<file path="config.mk">
export PLATFORM = sky130hd
export DESIGN_NAME = hazard_fwd_ctrl
export DESIGN_NICKNAME = d
export VERILOG_FILES = /design/src/rtl/hazard_fwd_ctrl.sv
export SDC_FILE = /design/constraint.sdc
export NUM_CORES = 1
export LEC_CHECK = 0
export CAP_MARGIN = 40
export CORE_UTILIZATION = 46
export CTS_CLUSTER_SIZE = 16
export DETAILED_ROUTE_END_ITERATION = 10
export PLACE_DENSITY = 0.85
export SLEW_MARGIN = 25
export SYNTH_ARGS = -nofsm -noshare
export SYNTH_HDL_FRONTEND = slang
export SYNTH_SLANG_ARGS = --single-unit
export TNS_END_PERCENT = 100
</file>
<file path="constraint.sdc">
create_clock -name clk -period 2.4 [get_ports clk]
set_clock_uncertainty 0.05 [all_clocks]
set_input_delay 0.48 -clock clk [delete_from_list [all_inputs] [get_ports clk]]
set_output_delay 0.48 -clock clk [all_outputs]
set_load 0.03 [all_outputs]
</file>
<file path="src/rtl/hazard_fwd_ctrl.sv">
// ID-stage hazard/forwarding control: combinational forward selects and stalls (0-cycle),
// plus a registered mult/div busy sequencer and saturating stall counter; holds PC/IF-ID via wpcir.
module hazard_fwd_ctrl #(
  parameter int MD_CYCLES = 4,
  parameter int CNT_W     = 16
) (
  input  logic             clk,
  input  logic             rst,
  input  logic [4:0]       id_rs,
  input  logic [4:0]       id_rt,
  input  logic             id_use_rs,
  input  logic             id_use_rt,
  input  logic             ex_wreg,
  input  logic             ex_m2reg,
  input  logic [4:0]       ex_rd,
  input  logic             mem_wreg,
  input  logic             mem_m2reg,
  input  logic [4:0]       mem_rd,
  input  logic             id_md_start,
  input  logic             id_hilo_rd,
  output logic [1:0]       fwda,
  output logic [1:0]       fwdb,
  output logic             wpcir,
  output logic             bubble,
  output logic             md_busy,
  output logic             md_done,
  output logic [CNT_W-1:0] stall_cnt
);

  typedef enum logic {IDLE = 1'b0, BUSY = 1'b1} md_state_t;

  md_state_t  state;
  logic [7:0] cnt;

  logic ex_ok, mem_ok;
  logic ex_hit_a, ex_hit_b, mem_hit_a, mem_hit_b;
  logic lu, ms, stall, md_accept;

  // Writes to $0 are discarded by the register file, so they must never forward.
  assign ex_ok     = ex_wreg && (ex_rd != 5'd0);
  assign mem_ok    = mem_wreg && (mem_rd != 5'd0);
  assign ex_hit_a  = ex_ok && (ex_rd == id_rs);
  assign ex_hit_b  = ex_ok && (ex_rd == id_rt);
  assign mem_hit_a = mem_ok && (mem_rd == id_rs);
  assign mem_hit_b = mem_ok && (mem_rd == id_rt);

  assign fwda = ex_hit_a  ? 2'b01 :
                mem_hit_a ? (mem_m2reg ? 2'b11 : 2'b10) : 2'b00;
  assign fwdb = ex_hit_b  ? 2'b01 :
                mem_hit_b ? (mem_m2reg ? 2'b11 : 2'b10) : 2'b00;

  assign lu = ex_ok && ex_m2reg &&
              ((id_use_rs && ex_hit_a) || (id_use_rt && ex_hit_b));

  assign md_busy = (state == BUSY);
  assign md_done = md_busy && (cnt == 8'd0);

  assign ms     = !rst && md_busy && !md_done && (id_md_start || id_hilo_rd);
  assign stall  = lu || ms;
  assign wpcir  = !stall;
  assign bubble = stall;

  // A bubbled load-use instruction is not really in ID yet, so it cannot start the unit.
  assign md_accept = id_md_start && !lu;

  always_ff @(posedge clk or posedge rst) begin
    if (rst) begin
      state <= IDLE;
      cnt   <= 8'd0;
    end else begin
      case (state)
        IDLE: begin
          if (md_accept) begin
            cnt   <= 8'(MD_CYCLES - 1);
            state <= BUSY;
          end
        end
        BUSY: begin
          if (cnt != 8'd0) begin
            cnt <= cnt - 8'd1;
          end else if (md_accept) begin
            cnt <= 8'(MD_CYCLES - 1);
          end else begin
            state <= IDLE;
          end
        end
        default: begin
          state <= IDLE;
          cnt   <= 8'd0;
        end
      endcase
    end
  end

  always_ff @(posedge clk or posedge rst) begin
    if (rst) begin
      stall_cnt <= '0;
    end else if (!wpcir && (stall_cnt != {CNT_W{1'b1}})) begin
      stall_cnt <= stall_cnt + {{(CNT_W-1){1'b0}}, 1'b1};
    end
  end

endmodule

</file>
==> reports/results.ini <==
[global_routing]
grt_pass1_wl_mm = 6.49
gr-usage-all-layers_pct = 23.6
gr-total-overflow = 0
grt_max_degree = 26
first_global_vias = 1471
grt_antenna_before_repair = 0

[cells_and_area]
num_antenna_cells = 0
post_route_cells_drive_above_1_share_pct = 29.6
finalCoreUtilization_pct = 78.8
final.fill_count = 228
area.growth.synth_to_final_pct = 62.2
multiInputGateArea_um2 = 1130
area.sequential_um2 = 626
num-nets-final = 291

[clock_network]
cts_buffer_depth = 2
clock-root-buffer = sky130_fd_sc_hd__clkbuf_4
hold_buffers = 0
clkSinkCount = 25
worst_skew_pair.late_latency_ns = 0.32
cts.reportedPaths.clkPinSlew_ns = 0.13
htreeDepth = 1
tritoncts = built
tritoncts.num_buffers = 3

[synth]
synth_common_cells = 25 x sky130_fd_sc_hd__dfrtp_1, 19 x sky130_fd_sc_hd__xor2_1, 15 x sky130_fd_sc_hd__xnor2_1
synthesis.nets = 203
post-synth-top-area-fraction_pct = 38.3
dominantRegCellSynth = sky130_fd_sc_hd__dfrtp_1
ys.warnings.count = 0
proportion_of_synthesized_chip_area_in_sequential_cells_pct = 38.3
synth_edf_count = 0
post-synth-top-count-cell = sky130_fd_sc_hd__dfrtp_1
asyncSetResetFlopFracSynth_pct = 100
post-synth-top-area-cell = sky130_fd_sc_hd__dfrtp_1
yosys.cell_types.count = 41
synth_cells = 170
synthesis.area_per_instance_um2 = 9.60
netlist_area_um2 = 1630
synth_area_leaders = sky130_fd_sc_hd__dfrtp_1 38%, sky130_fd_sc_hd__xor2_1 10%, sky130_fd_sc_hd__xnor2_1 8.0%, sky130_fd_sc_hd__nand3_1 3.1%, sky130_fd_sc_hd__nor3_1 2.8%
synth_seq_cells = 25

[detailed_routing]
routed_length_per_instance_um = 15.7
routed_wl_mm = 4.77
drt_iter0_drc = 110
drt_pre_antenna_iters = 4
avgViaCountPerCell = 5.47
route.detailed.drc = 0
ant_nets = 0
dr_total_vias = 1657

[floorplan]
core.rowCount = 21
floorplan.initialDensity_pct = 48.5
core_area_um2 = 3360
dieWidth_um = 61.6
die_height_um = 61.6
die_area_um2 = 3790
num_io_pins = 54

[sta]
fin_crit_ns = 2.49
hold_violations = 0
report.final.setup_viol = 3
grt_setup_unrepaired = yes
final_critical_path_setup_slack_ns = -0.0923
fmaxAchievable_mhz = 401
slew-limit-headroom_pct = 65.4
drv_slew = 0
min_period_over_period_pct = 104
max_slew.worst_pin.slew_ns = 0.514

[placement]
hpwl_mm = 3.32
detailedPlace.worstSlack_ns = -0.721
place_congestion = 0.849
place.port_buffers = 53

[worst_hold_path]
holdCritStartpoint = stall_cnt[11]
timing.hold.worst_path_depth = 1
hold-path-endpoint = stall_cnt[11]
holdCritPathClass = reg2reg

[critical_path]
worst-r2r-cell-count = 6
cp_slowest_stage_delay_ns = 0.56
critical_path.most_common_cell = sky130_fd_sc_hd__buf_6
critPathLaunchType = flop
critical_path_required_ns = 1.87
cpMaxStageDelayCell = sky130_fd_sc_hd__or4_4
peak_fanout_along_the_critical_path = 2
reg2reg_slack_ns = 0.16
cpLargestDelayFamily = simple AND/OR/NAND/NOR gates
critical_path_class = reg2out
setup.worst_path.end_class = primary output
r2r_endpoint = stall_cnt[1]
worst_r2r_startpoint = cnt[4]
timing.critical_path.arrival_ns = 1.96
cp_num_cells = 6
path_cells = or4_4 -> o31ai_4 -> o22ai_2 -> buf_6 -> inv_2 -> buf_6
worstPathBufferInverterCount = 3

[pwr]
power_w = 0.00137
ir_worst_vdd_v = 0.000214
leakage_nw = 1.16
pwr_density_cell_nw_per_um2 = 516

[status]
result_of_the_run = finished with violations
violations = setup timing

[job]
timing.max_cap.violations = 0

-- sequential cells by signal, indices dropped and copies added (netlist names) --
register	cells
stall_cnt	16
cnt	8
md_busy	1
-- repair_timing --
action	in CTS	in global routing
endpoints found under the hold margin	0	0
setup buffers	3	2
endpoints found under the setup margin	7	7
pin swaps	19	13
resized for setup	66	21
-- layout make-up --
cell class | count | share of cell area [%]
tap | 46 | 2.17
sequential | 25 | 23.6
clock buffer | 4 | 0.992
multi-input combinational | 134 | 42.6
inverter | 10 | 1.56
timing repair buffer | 84 | 29.1
-- logic make-up after synthesis --
group / count (synthesis) / share of synthesized area [%]
xor+xnor: 34 / 18.2
fa+ha+maj: 3 / 2.30
simple gates: 69 / 23.6
compound gates: 24 / 12.0
flops: 25 / 38.3
mux: 4 / 2.91
buf+inv: 11 / 2.61
-- report_power, final --
group / total, W / internal (W) / switching [W]
Sequential: 0.000579 / 0.000485 / 0.0000940
Clock: 0.000189 / 0.0000651 / 0.000124
Combinational: 0.000599 / 0.000280 / 0.000320
Total: 0.00137 / 0.000829 / 0.000538
-- worst max path at each step --
stage	startpoint	end	slack [ns]
after floorplan	ex_rd[1]	wpcir	0.08
after global placement	ex_rd[2]	fwda[0]	-0.67
after detailed placement	ex_rd[2]	bubble	-0.72
after CTS	cnt[4]	wpcir	-0.11
after global routing	cnt[4]	wpcir	-0.17
final	cnt[4]	wpcir	-0.09
-- per-layer routing --
layer | track usage (%) | up-vias | part of all wire (%)
met5 | 0 | - | 0
met4 | 10.8 | 0 | 4.3
met3 | 4.41 | 22 | 5.3
met2 | 43.0 | 74 | 54
met1 | 26.6 | 781 | 36
li1 | - | 780 | -
-- stage by stage --
step	cell area [µm²]	instances	TNS, ns	hold slack (ns)
final	2650	303	-0.147	0.472
after detailed placement	2420	294	-8.69	0.448
after CTS	2550	301	-0.174	0.473
after floorplan	1650	170	0	0.317
after global placement	2420	294	-6.97	0.445
after global routing	2650	303	-0.377	0.494
-- cells in the final DEF, fill, tap and decap left out, types with 2 or more instances in the layout --
| cell type | instances |
|---|---|
| sky130_fd_sc_hd__nand4_1 | 5 |
| sky130_fd_sc_hd__nor4_4 | 2 |
| sky130_fd_sc_hd__dlymetal6s2s_1 | 5 |
| sky130_fd_sc_hd__and3_1 | 5 |
| sky130_fd_sc_hd__clkbuf_4 | 3 |
| sky130_fd_sc_hd__nor3_1 | 8 |
| sky130_fd_sc_hd__o21ai_0 | 4 |
| sky130_fd_sc_hd__xor2_1 | 15 |
| sky130_fd_sc_hd__nand2b_1 | 2 |
| sky130_fd_sc_hd__buf_2 | 3 |
| sky130_fd_sc_hd__nor2b_4 | 2 |
| sky130_fd_sc_hd__or4_1 | 2 |
| sky130_fd_sc_hd__and4_1 | 2 |
| sky130_fd_sc_hd__buf_4 | 28 |
| sky130_fd_sc_hd__dfrtp_1 | 25 |
| sky130_fd_sc_hd__xor2_2 | 4 |
| sky130_fd_sc_hd__or4_4 | 3 |
| sky130_fd_sc_hd__clkdlybuf4s50_1 | 26 |
| sky130_fd_sc_hd__a21oi_1 | 4 |
| sky130_fd_sc_hd__inv_1 | 8 |
| sky130_fd_sc_hd__dlygate4sd2_1 | 8 |
| sky130_fd_sc_hd__nand2_1 | 8 |
| sky130_fd_sc_hd__ha_1 | 3 |
| sky130_fd_sc_hd__o21ai_4 | 2 |
| sky130_fd_sc_hd__clkdlybuf4s15_1 | 4 |
| sky130_fd_sc_hd__buf_6 | 9 |
| sky130_fd_sc_hd__nand3_1 | 10 |
| sky130_fd_sc_hd__mux2_2 | 2 |
| sky130_fd_sc_hd__nor3_2 | 2 |
| sky130_fd_sc_hd__xnor2_1 | 15 |
| sky130_fd_sc_hd__a21o_1 | 2 |
| sky130_fd_sc_hd__nor2_1 | 9 |
Note: power is estimated with default switching activity, not from simulation.
